`config.mk`:
```
export PLATFORM = sky130hd
export DESIGN_NAME = exe_stage_flat
export DESIGN_NICKNAME = d
export VERILOG_FILES = /design/src/rtl/exe_stage_pkg.sv /design/src/rtl/exe_stage_if.sv /design/src/rtl/exe_stage_alu.sv /design/src/rtl/exe_stage.sv /design/src/flat_wrapper.sv
export SDC_FILE = /design/constraint.sdc
export NUM_CORES = 1
export LEC_CHECK = 0
export CORE_ASPECT_RATIO = 1.1
export CORE_MARGIN = 2
export CORE_UTILIZATION = 35
export CTS_CLUSTER_SIZE = 10
export DETAILED_ROUTE_END_ITERATION = 16
export SLEW_MARGIN = 20
export SYNTH_ARGS = -nofsm -noshare
export SYNTH_HDL_FRONTEND = slang
export SYNTH_SLANG_ARGS = --single-unit
```
`constraint.sdc`:
```
create_clock -name clk -period 4.8 [get_ports clk]
set_clock_uncertainty 0.1 [all_clocks]
set_input_delay 0.48 -clock clk [delete_from_list [all_inputs] [get_ports clk]]
set_output_delay 0.48 -clock clk [all_outputs]
set_load 0.01 [all_outputs]
```
`src/rtl/exe_stage_pkg.sv`:
```
// Shared definitions for the execute stage: bus widths, exception codes,
// FSM encoding and the field layouts of the DS->ES and ES->MS buses.
package exe_stage_pkg;

    localparam int DS_TO_ES_BUS_WD = 245;
    localparam int ES_TO_MS_BUS_WD = 171;
    localparam int ES_FORWARD_WD   = 41;

    localparam logic [5:0] ECODE_ALE = 6'h09;

    // One-hot positions inside alu_op
    localparam int ALU_ADD  = 0;
    localparam int ALU_SUB  = 1;
    localparam int ALU_SLT  = 2;
    localparam int ALU_SLTU = 3;
    localparam int ALU_AND  = 4;
    localparam int ALU_NOR  = 5;
    localparam int ALU_OR   = 6;
    localparam int ALU_XOR  = 7;
    localparam int ALU_SLL  = 8;
    localparam int ALU_SRL  = 9;
    localparam int ALU_SRA  = 10;
    localparam int ALU_LUI  = 11;

    typedef enum logic [0:0] {
        ES_IDLE = 1'b0,
        ES_DONE = 1'b1
    } es_state_e;

    typedef struct packed {
        logic ld_w, ld_b, ld_bu, ld_h, ld_hu, st_b, st_h, st_w;
    } mem_ops_t;

    // DS->ES bus, MSB first
    typedef struct packed {
        logic [11:0] alu_op;
        logic [31:0] src1;
        logic [31:0] src2;
        logic [31:0] rkd;
        mem_ops_t    mem;
        logic        res_from_mem;
        logic        gr_we;
        logic [4:0]  dest;
        logic [31:0] pc;
        logic        csr_re;
        logic [13:0] csr_num;
        logic [31:0] csr_wvalue;
        logic [31:0] csr_wmask;
        logic        csr_we;
        logic        rdcntid;
        logic        ertn;
        logic        esubcode;
        logic [5:0]  ecode;
        logic        ex;
    } ds_bus_t;

    // ES->MS bus, MSB first
    typedef struct packed {
        logic        st_w;
        logic        rdcntid;
        logic        ertn;
        logic        esubcode;
        logic [5:0]  ecode;
        logic        ex;
        logic        csr_re;
        logic [13:0] csr_num;
        logic [31:0] csr_wvalue;
        logic [31:0] csr_wmask;
        logic        csr_we;
        logic [1:0]  addr_lo;
        logic        ld_w, ld_b, ld_bu, ld_h, ld_hu, st_b, st_h;
        logic        res_from_mem;
        logic        gr_we;
        logic [4:0]  dest;
        logic [31:0] alu_result;
        logic [31:0] pc;
    } es_bus_t;

    // Address-misaligned check for the access width selected by the mem ops
    function automatic logic addr_misaligned(mem_ops_t m, logic [1:0] a);
        logic word_s;
        logic half_s;
        word_s = m.ld_w | m.st_w;
        half_s = m.ld_h | m.ld_hu | m.st_h;
        return (word_s & (a != 2'b00)) | (half_s & a[0]);
    endfunction

endpackage

```
`src/rtl/exe_stage_if.sv`:
```
// SRAM-like data port: request/address phase with req/addr_ok handshake.
interface exe_stage_if;
    logic        req;
    logic        wr;
    logic [1:0]  size;
    logic [3:0]  wstrb;
    logic [31:0] addr;
    logic [31:0] wdata;
    logic        addr_ok;

    modport master (output req, wr, size, wstrb, addr, wdata, input addr_ok);
    modport slave  (input req, wr, size, wstrb, addr, wdata, output addr_ok);
endinterface

```
`src/rtl/exe_stage_alu.sv`:
```
// Integer ALU of the execute stage; alu_op is one-hot.
module exe_stage_alu
    import exe_stage_pkg::*;
(
    input  logic [11:0] alu_op,
    input  logic [31:0] src1,
    input  logic [31:0] src2,
    output logic [31:0] result
);

    // Select the result of the single active operation
    always_comb begin
        result = 32'd0;
        if (alu_op[ALU_ADD]) begin
            result = src1 + src2;
        end else if (alu_op[ALU_SUB]) begin
            result = src1 - src2;
        end else if (alu_op[ALU_SLT]) begin
            result = {31'd0, $signed(src1) < $signed(src2)};
        end else if (alu_op[ALU_SLTU]) begin
            result = {31'd0, src1 < src2};
        end else if (alu_op[ALU_AND]) begin
            result = src1 & src2;
        end else if (alu_op[ALU_NOR]) begin
            result = ~(src1 | src2);
        end else if (alu_op[ALU_OR]) begin
            result = src1 | src2;
        end else if (alu_op[ALU_XOR]) begin
            result = src1 ^ src2;
        end else if (alu_op[ALU_SLL]) begin
            result = src1 << src2[4:0];
        end else if (alu_op[ALU_SRL]) begin
            result = src1 >> src2[4:0];
        end else if (alu_op[ALU_SRA]) begin
            result = 32'($signed(src1) >>> src2[4:0]);
        end else if (alu_op[ALU_LUI]) begin
            result = src2;
        end else begin
            result = 32'd0;
        end
    end

endmodule

```
`src/rtl/exe_stage.sv`:
```
// LoongArch execute stage: latches the DS bus, runs the ALU, flags ALE and
// issues one load/store request per instruction on the data SRAM port.
module exe_stage
    import exe_stage_pkg::*;
(
    input  logic                       clk,
    input  logic                       reset,
    input  logic                       final_ex,
    input  logic                       ms_allowin,
    output logic                       es_allowin,
    input  logic                       ds_to_es_valid,
    input  logic [DS_TO_ES_BUS_WD-1:0] ds_to_es_bus,
    output logic                       es_to_ms_valid,
    output logic [ES_TO_MS_BUS_WD-1:0] es_to_ms_bus,
    exe_stage_if.master                data_sram,
    input  logic                       ms_ex,
    output logic [ES_FORWARD_WD-1:0]   es_forward
);

    logic        es_valid_r;
    ds_bus_t     ds_bus_r;
    es_state_e   state_r;
    es_state_e   state_s;
    logic [31:0] alu_result_s;
    logic        load_s;
    logic        store_s;
    logic        mem_op_s;
    logic        ale_s;
    logic        ex_any_s;
    logic        gr_we_s;
    logic        pend_s;
    logic        mem_issue_s;
    logic        accept_s;
    logic        req_s;
    logic        es_ready_go_s;
    logic        wr_s;
    logic [1:0]  size_s;
    logic [3:0]  wstrb_s;
    logic [31:0] wdata_s;
    es_bus_t     bus_s;

    exe_stage_alu u_alu (
        .alu_op (ds_bus_r.alu_op),
        .src1   (ds_bus_r.src1),
        .src2   (ds_bus_r.src2),
        .result (alu_result_s)
    );

    assign load_s   = ds_bus_r.mem.ld_w | ds_bus_r.mem.ld_b | ds_bus_r.mem.ld_bu
                    | ds_bus_r.mem.ld_h | ds_bus_r.mem.ld_hu;
    assign store_s  = ds_bus_r.mem.st_b | ds_bus_r.mem.st_h | ds_bus_r.mem.st_w;
    assign mem_op_s = load_s | store_s;
    assign ale_s    = addr_misaligned(ds_bus_r.mem, alu_result_s[1:0]);
    assign ex_any_s = ds_bus_r.ex | ale_s;
    assign gr_we_s  = ds_bus_r.gr_we & ~ex_any_s;

    // pend_s ignores final_ex so an addr_ok arriving with a flush still counts
    assign pend_s        = (state_r == ES_IDLE) & es_valid_r & mem_op_s & ~ex_any_s & ~ms_ex;
    assign mem_issue_s   = pend_s & ~final_ex;
    assign accept_s      = pend_s & data_sram.addr_ok;
    assign es_ready_go_s = ~mem_op_s | ex_any_s | accept_s | (state_r == ES_DONE);

    assign es_allowin     = ~es_valid_r | (es_ready_go_s & ms_allowin);
    assign es_to_ms_valid = es_valid_r & es_ready_go_s;

    // Pipeline valid: a flush wins, otherwise advance whenever ES can accept
    always_ff @(posedge clk) begin
        if (reset || final_ex) begin
            es_valid_r <= 1'b0;
        end else if (es_allowin) begin
            es_valid_r <= ds_to_es_valid;
        end
    end

    // Capture the DS bus when a new instruction enters
    always_ff @(posedge clk) begin
        if (reset) begin
            ds_bus_r <= {DS_TO_ES_BUS_WD{1'b0}};
        end else if (ds_to_es_valid && es_allowin) begin
            ds_bus_r <= ds_to_es_bus;
        end
    end

    // Request FSM state register
    always_ff @(posedge clk) begin
        if (reset) begin
            state_r <= ES_IDLE;
        end else begin
            state_r <= state_s;
        end
    end

    // Request FSM: DONE parks an accepted request until MS can take it
    always_comb begin
        state_s = state_r;
        req_s   = 1'b0;
        case (state_r)
            ES_IDLE: begin
                req_s = mem_issue_s;
                if (mem_issue_s && data_sram.addr_ok && !ms_allowin) begin
                    state_s = ES_DONE;
                end else begin
                    state_s = ES_IDLE;
                end
            end
            ES_DONE: begin
                if (final_ex || ms_allowin) begin
                    state_s = ES_IDLE;
                end else begin
                    state_s = ES_DONE;
                end
            end
            default: begin
                state_s = ES_IDLE;
            end
        endcase
    end

    // Store lane formatting and access size
    always_comb begin
        wr_s    = store_s;
        size_s  = 2'd0;
        wstrb_s = 4'b0000;
        wdata_s = ds_bus_r.rkd;
        if (ds_bus_r.mem.st_b) begin
            size_s  = 2'd0;
            wstrb_s = 4'b0001 << alu_result_s[1:0];
            wdata_s = {4{ds_bus_r.rkd[7:0]}};
        end else if (ds_bus_r.mem.st_h) begin
            size_s  = 2'd1;
            wstrb_s = alu_result_s[1] ? 4'b1100 : 4'b0011;
            wdata_s = {2{ds_bus_r.rkd[15:0]}};
        end else if (ds_bus_r.mem.st_w || ds_bus_r.mem.ld_w) begin
            size_s  = 2'd2;
            wstrb_s = ds_bus_r.mem.st_w ? 4'b1111 : 4'b0000;
        end else if (ds_bus_r.mem.ld_h || ds_bus_r.mem.ld_hu) begin
            size_s  = 2'd1;
        end else begin
            size_s  = 2'd0;
        end
    end

    assign data_sram.req   = req_s;
    assign data_sram.wr    = wr_s;
    assign data_sram.size  = size_s;
    assign data_sram.wstrb = wstrb_s;
    assign data_sram.addr  = alu_result_s;
    assign data_sram.wdata = wdata_s;

    // ES->MS bus; an earlier exception keeps its own code over ALE
    always_comb begin
        bus_s.st_w         = ds_bus_r.mem.st_w;
        bus_s.rdcntid      = ds_bus_r.rdcntid;
        bus_s.ertn         = ds_bus_r.ertn;
        bus_s.esubcode     = ds_bus_r.ex ? ds_bus_r.esubcode : (ale_s ? 1'b0 : ds_bus_r.esubcode);
        bus_s.ecode        = ds_bus_r.ex ? ds_bus_r.ecode : (ale_s ? ECODE_ALE : ds_bus_r.ecode);
        bus_s.ex           = ex_any_s;
        bus_s.csr_re       = ds_bus_r.csr_re;
        bus_s.csr_num      = ds_bus_r.csr_num;
        bus_s.csr_wvalue   = ds_bus_r.csr_wvalue;
        bus_s.csr_wmask    = ds_bus_r.csr_wmask;
        bus_s.csr_we       = ds_bus_r.csr_we;
        bus_s.addr_lo      = alu_result_s[1:0];
        bus_s.ld_w         = ds_bus_r.mem.ld_w;
        bus_s.ld_b         = ds_bus_r.mem.ld_b;
        bus_s.ld_bu        = ds_bus_r.mem.ld_bu;
        bus_s.ld_h         = ds_bus_r.mem.ld_h;
        bus_s.ld_hu        = ds_bus_r.mem.ld_hu;
        bus_s.st_b         = ds_bus_r.mem.st_b;
        bus_s.st_h         = ds_bus_r.mem.st_h;
        bus_s.res_from_mem = ds_bus_r.res_from_mem;
        bus_s.gr_we        = gr_we_s;
        bus_s.dest         = ds_bus_r.dest;
        bus_s.alu_result   = alu_result_s;
        bus_s.pc           = ds_bus_r.pc;
    end

    assign es_to_ms_bus = bus_s;
    assign es_forward   = {ds_bus_r.csr_re & es_valid_r, load_s & es_valid_r, alu_result_s,
                           ds_bus_r.dest, gr_we_s, es_valid_r};

endmodule

```
`src/flat_wrapper.sv`:
```
// flat-port wrapper written by rule: the top's interface ports become plain ports
module exe_stage_flat import exe_stage_pkg::*;
  (clk, reset, final_ex, ms_allowin, es_allowin, ds_to_es_valid, ds_to_es_bus, es_to_ms_valid, es_to_ms_bus, ms_ex, es_forward, data_sram_req, data_sram_wr, data_sram_size, data_sram_wstrb, data_sram_addr, data_sram_wdata, data_sram_addr_ok);
  exe_stage_if data_sram_i ();
  input  logic clk;
  input  logic reset;
  input  logic final_ex;
  input  logic ms_allowin;
  output logic es_allowin;
  input  logic ds_to_es_valid;
  input  logic [DS_TO_ES_BUS_WD-1:0] ds_to_es_bus;
  output logic es_to_ms_valid;
  output logic [ES_TO_MS_BUS_WD-1:0] es_to_ms_bus;
  input  logic ms_ex;
  output logic [ES_FORWARD_WD-1:0] es_forward;
  output wire logic [$bits(data_sram_i.req)-1:0] data_sram_req;
  output wire logic [$bits(data_sram_i.wr)-1:0] data_sram_wr;
  output wire logic [$bits(data_sram_i.size)-1:0] data_sram_size;
  output wire logic [$bits(data_sram_i.wstrb)-1:0] data_sram_wstrb;
  output wire logic [$bits(data_sram_i.addr)-1:0] data_sram_addr;
  output wire logic [$bits(data_sram_i.wdata)-1:0] data_sram_wdata;
  input wire logic [$bits(data_sram_i.addr_ok)-1:0] data_sram_addr_ok;
  assign data_sram_req = data_sram_i.req;
  assign data_sram_wr = data_sram_i.wr;
  assign data_sram_size = data_sram_i.size;
  assign data_sram_wstrb = data_sram_i.wstrb;
  assign data_sram_addr = data_sram_i.addr;
  assign data_sram_wdata = data_sram_i.wdata;
  assign data_sram_i.addr_ok = data_sram_addr_ok;
  exe_stage u_core (.clk(clk), .reset(reset), .final_ex(final_ex), .ms_allowin(ms_allowin), .es_allowin(es_allowin), .ds_to_es_valid(ds_to_es_valid), .ds_to_es_bus(ds_to_es_bus), .es_to_ms_valid(es_to_ms_valid), .es_to_ms_bus(es_to_ms_bus), .data_sram(data_sram_i), .ms_ex(ms_ex), .es_forward(es_forward));
endmodule
```
==> flow_metrics.py <==
metrics = {
    "route": {
        "via_per_inst": 5.65,
        "first_pass_iters": 8,
        "vias": 21200,
        "wirelength_microns": 99500,
        "drc": 0,
        "ant_nets": 0,
        "first_iter_violations": 1992,
        "routedWlPerCell_microns": 26.6,
    },
    "floorplanning": {
        "core-area_sq_um": 59700,
        "die_area_sq_um": 62300,
        "floorplan.initialDensity_pct": 35.3,
        "die_h_microns": 262,
        "die_x_microns": 238,
        "pin_count": 538,
        "rows": 94,
    },
    "finish": {
        "multiInputGateArea_sq_um": 13700,
        "final-seq-area_sq_um": 4970,
        "final_cell_mix": "476 x clkdlybuf4s50_1, 403 x nor2_1, 294 x mux2i_1",
        "final_cells": 3746,
        "area_growth_pct": 35.3,
        "drive_gt1_share_pct": 16.6,
        "mostFrequentLayoutCell": "clkdlybuf4s50_1",
        "fillers": 5831,
        "nets": 3310,
    },
    "placed_design": {
        "place_inst": 3673,
        "port_buffers": 537,
        "post-place-ws_ns": 0.0344,
        "gp_congestion": 1.02,
        "place_hpwl_microns": 77200,
    },
    "power": {
        "p_leak_nw": 12.0,
        "power_density_nw_per_um2": 305,
        "vdd_drop_max_mv": 0.235,
    },
    "grt": {
        "grt_pass1_wl_microns": 145000,
        "grt_max_degree": 90,
        "antenna_found_initial": 4,
        "first_global_vias": 21300,
        "gr-total-overflow": 0,
        "track_usage_pct": 31.0,
    },
    "logic_synthesis": {
        "ys.flop_type": "dfxtp_1",
        "netlist.area_leader.share_pct": 23.4,
        "syn_avg_cell_area_sq_um": 8.15,
        "synth-edff-count": 0,
        "synth.net_count": 2941,
        "synth_seq_area_share_pct": 23.4,
        "synth_seq_cells": 247,
        "syn_inst": 2590,
        "synth_area_leaders": "dfxtp_1 23%, mux2i_1 14%, buf_4 8.2%",
        "synth_top_area_cell": "dfxtp_1",
        "ys_types": 81,
        "async_flop_share_pct": 0,
        "syn_area_sq_um": 21100,
        "yosysWarnings": 0,
    },
    "clock_tree": {
        "clock_latency_ns": 0.57,
        "cts-buffers-inserted": 34,
        "cts_tree": "yes",
        "path_clk_slew_ns": 0.06,
        "cts_buffer_depth": 3,
        "cts_root_buffer": "clkbuf_16",
        "cts_hold_buf": 0,
        "cts_num_sinks": 247,
        "htree_levels": 2,
    },
    "timing": {
        "fin_tns_setup_ns": 0,
        "max-slew-margin-rel_pct": 35.0,
        "final-setup-viol-count": 0,
        "period_needed_ns": 4.71,
        "hold_slack_ns": 0.340,
        "fmax_mhz": 212,
        "slew_viol_final": 0,
        "finalHoldViolations": 0,
        "grt_setup_unrepaired": "yes",
        "max_slew.worst_pin.slew_ns": 0.973,
        "period_share_pct": 98.2,
        "layout_setup_ws_ns": 0.0869,
    },
    "worst_setup_path": {
        "cp.arrival_ns": 4.13,
        "slowest_stage": "mux4_2",
        "cpPeakStageDelay_ns": 0.57,
        "rr_startpoint": "u_core.ds_bus_r[171]",
        "r2r_slack_ns": 0.48,
        "cp-start-kind": "flop",
        "worst-setup-path-type": "reg2out",
        "crit_chain": "buf_12 > bufbuf_16 > mux4_2 > mux4_2 > nand2_1 > o21ai_2 > a211oi_2 > buf_4 > a21oi_1 > a221oi_2 > o21ai_1 > clkdlybuf4s50_1",
        "crit_required_ns": 4.22,
        "path_max_fanout": 11,
        "cp-end-kind": "output pin",
        "r2r_end": "u_core.ds_bus_r[137]",
        "crit_top_cell": "mux4_2",
        "r2r_cells": 17,
    },
    "hold_path": {
        "holdPathStages": 2,
        "hp-start": "reset",
        "hold_end": "u_core.ds_bus_r[234]",
        "hold_class": "in2reg",
    },
    "status": {
        "status": "finished clean",
    },
    "flow_run": {
        "drv_cap": 0,
    },
}
## where the power goes
group	internal (mW)	switching, mW
Sequential	2.20	0.160
Clock	1.51	1.02
Combinational	1.79	2.02
Total	5.51	3.20
## kinds of logic (layout without fill, tap and decap cells)
group           after synthesis  count (layout)  synth area share, %
fa+ha+maj                    99              99                 5.94
flops                       247             247                 23.4
buf+inv                     540             926                 14.3
compound gates              552             552                 16.9
xor+xnor                     54              54                 2.24
simple gates                702             702                 14.5
other cells                   0               2                    0
mux                         396             396                 22.8
## flip-flops by register name (all words and copies together) (netlist names)
name / flops
u_core.es_to_ms_bus: 123
u_core.es_forward: 5
u_core.es_valid_r: 1
u_core.state_r: 1
u_core.ds_bus_r: 117
## Yosys cell counts (14+ instances only)
cell	instances
or3_1	15
a31oi_1	15
buf_1	22
ha_1	97
nand3_1	21
a221oi_1	21
mux4_2	65
a22oi_1	20
dfxtp_1	247
mux2i_1	299
o211ai_1	24
nand2b_1	29
nor3_1	35
a211oi_1	32
o21ai_0	131
inv_1	113
mux2_2	32
buf_4	232
nand2_1	121
nor2_1	406
clkbuf_1	139
nor2b_1	19
buf_2	18
a21oi_1	158
a21o_1	17
xnor2_1	43
o21bai_1	14
## worst max-delay path by stage
stage,end,cells after the start,slack (ns),startpoint
floorplan,es_forward[36],18,0.04,u_core.ds_bus_r[171]
global placement,es_to_ms_bus[62],14,0.07,u_core.ds_bus_r[169]
detailed placement,es_forward[35],11,0.03,u_core.ds_bus_r[170]
CTS,es_forward[37],15,-0.1,u_core.ds_bus_r[171]
global route,es_to_ms_bus[57],13,-0.02,u_core.ds_bus_r[170]
finish,data_sram_addr[25],12,0.09,u_core.ds_bus_r[169]
## worst max-delay path: cells and delay by family, from the launching register on
family | cells | cell delay (ns)
compound gates | 5 | 0.91
simple gates | 1 | 0.14
mux | 2 | 1.06
flops | 1 | 0.39
buf+inv | 4 | 1.07
## through the flow
step / instance area [sq um] / utilization, % / power, mW
CTS: 28100 / 47.1 / 8.68
global placement: 26500 / 44.4 / 5.99
finish: 28600 / 47.8 / 8.71
detailed placement: 26500 / 44.4 / 6.00
floorplan: 21100 / - / 4.49
global route: 28600 / 47.8 / 9.10
## per-layer routing
layer	global-route usage, %	vias to the layer above	wire length (microns)
li1	-	9633	-
met3	5.57	191	7580
met4	11.7	0	4070
met1	39.4	10300	41100
met5	0	-	0
met2	52.7	1036	46800
## area by class of cell
class                      count  share of cell area (%)
inverter                     116                    1.52
timing repair buffer         757                    25.9
multi-input combinational   1803                    48.0
tap                          768                    3.36
clock buffer                  43                    3.20
antenna                        2                  0.0175
sequential                   247                    17.4
clock inverter                10                   0.600
## what timing repair did
action / CTS / global route
setup buffers: 5 / 9
pin swaps: 9 / 27
setup endpoints to repair: 86 / 89
resized for setup: 99 / 119
cloned: 4 / 0
No activity file was read; power rests on OpenSTA's default activity.
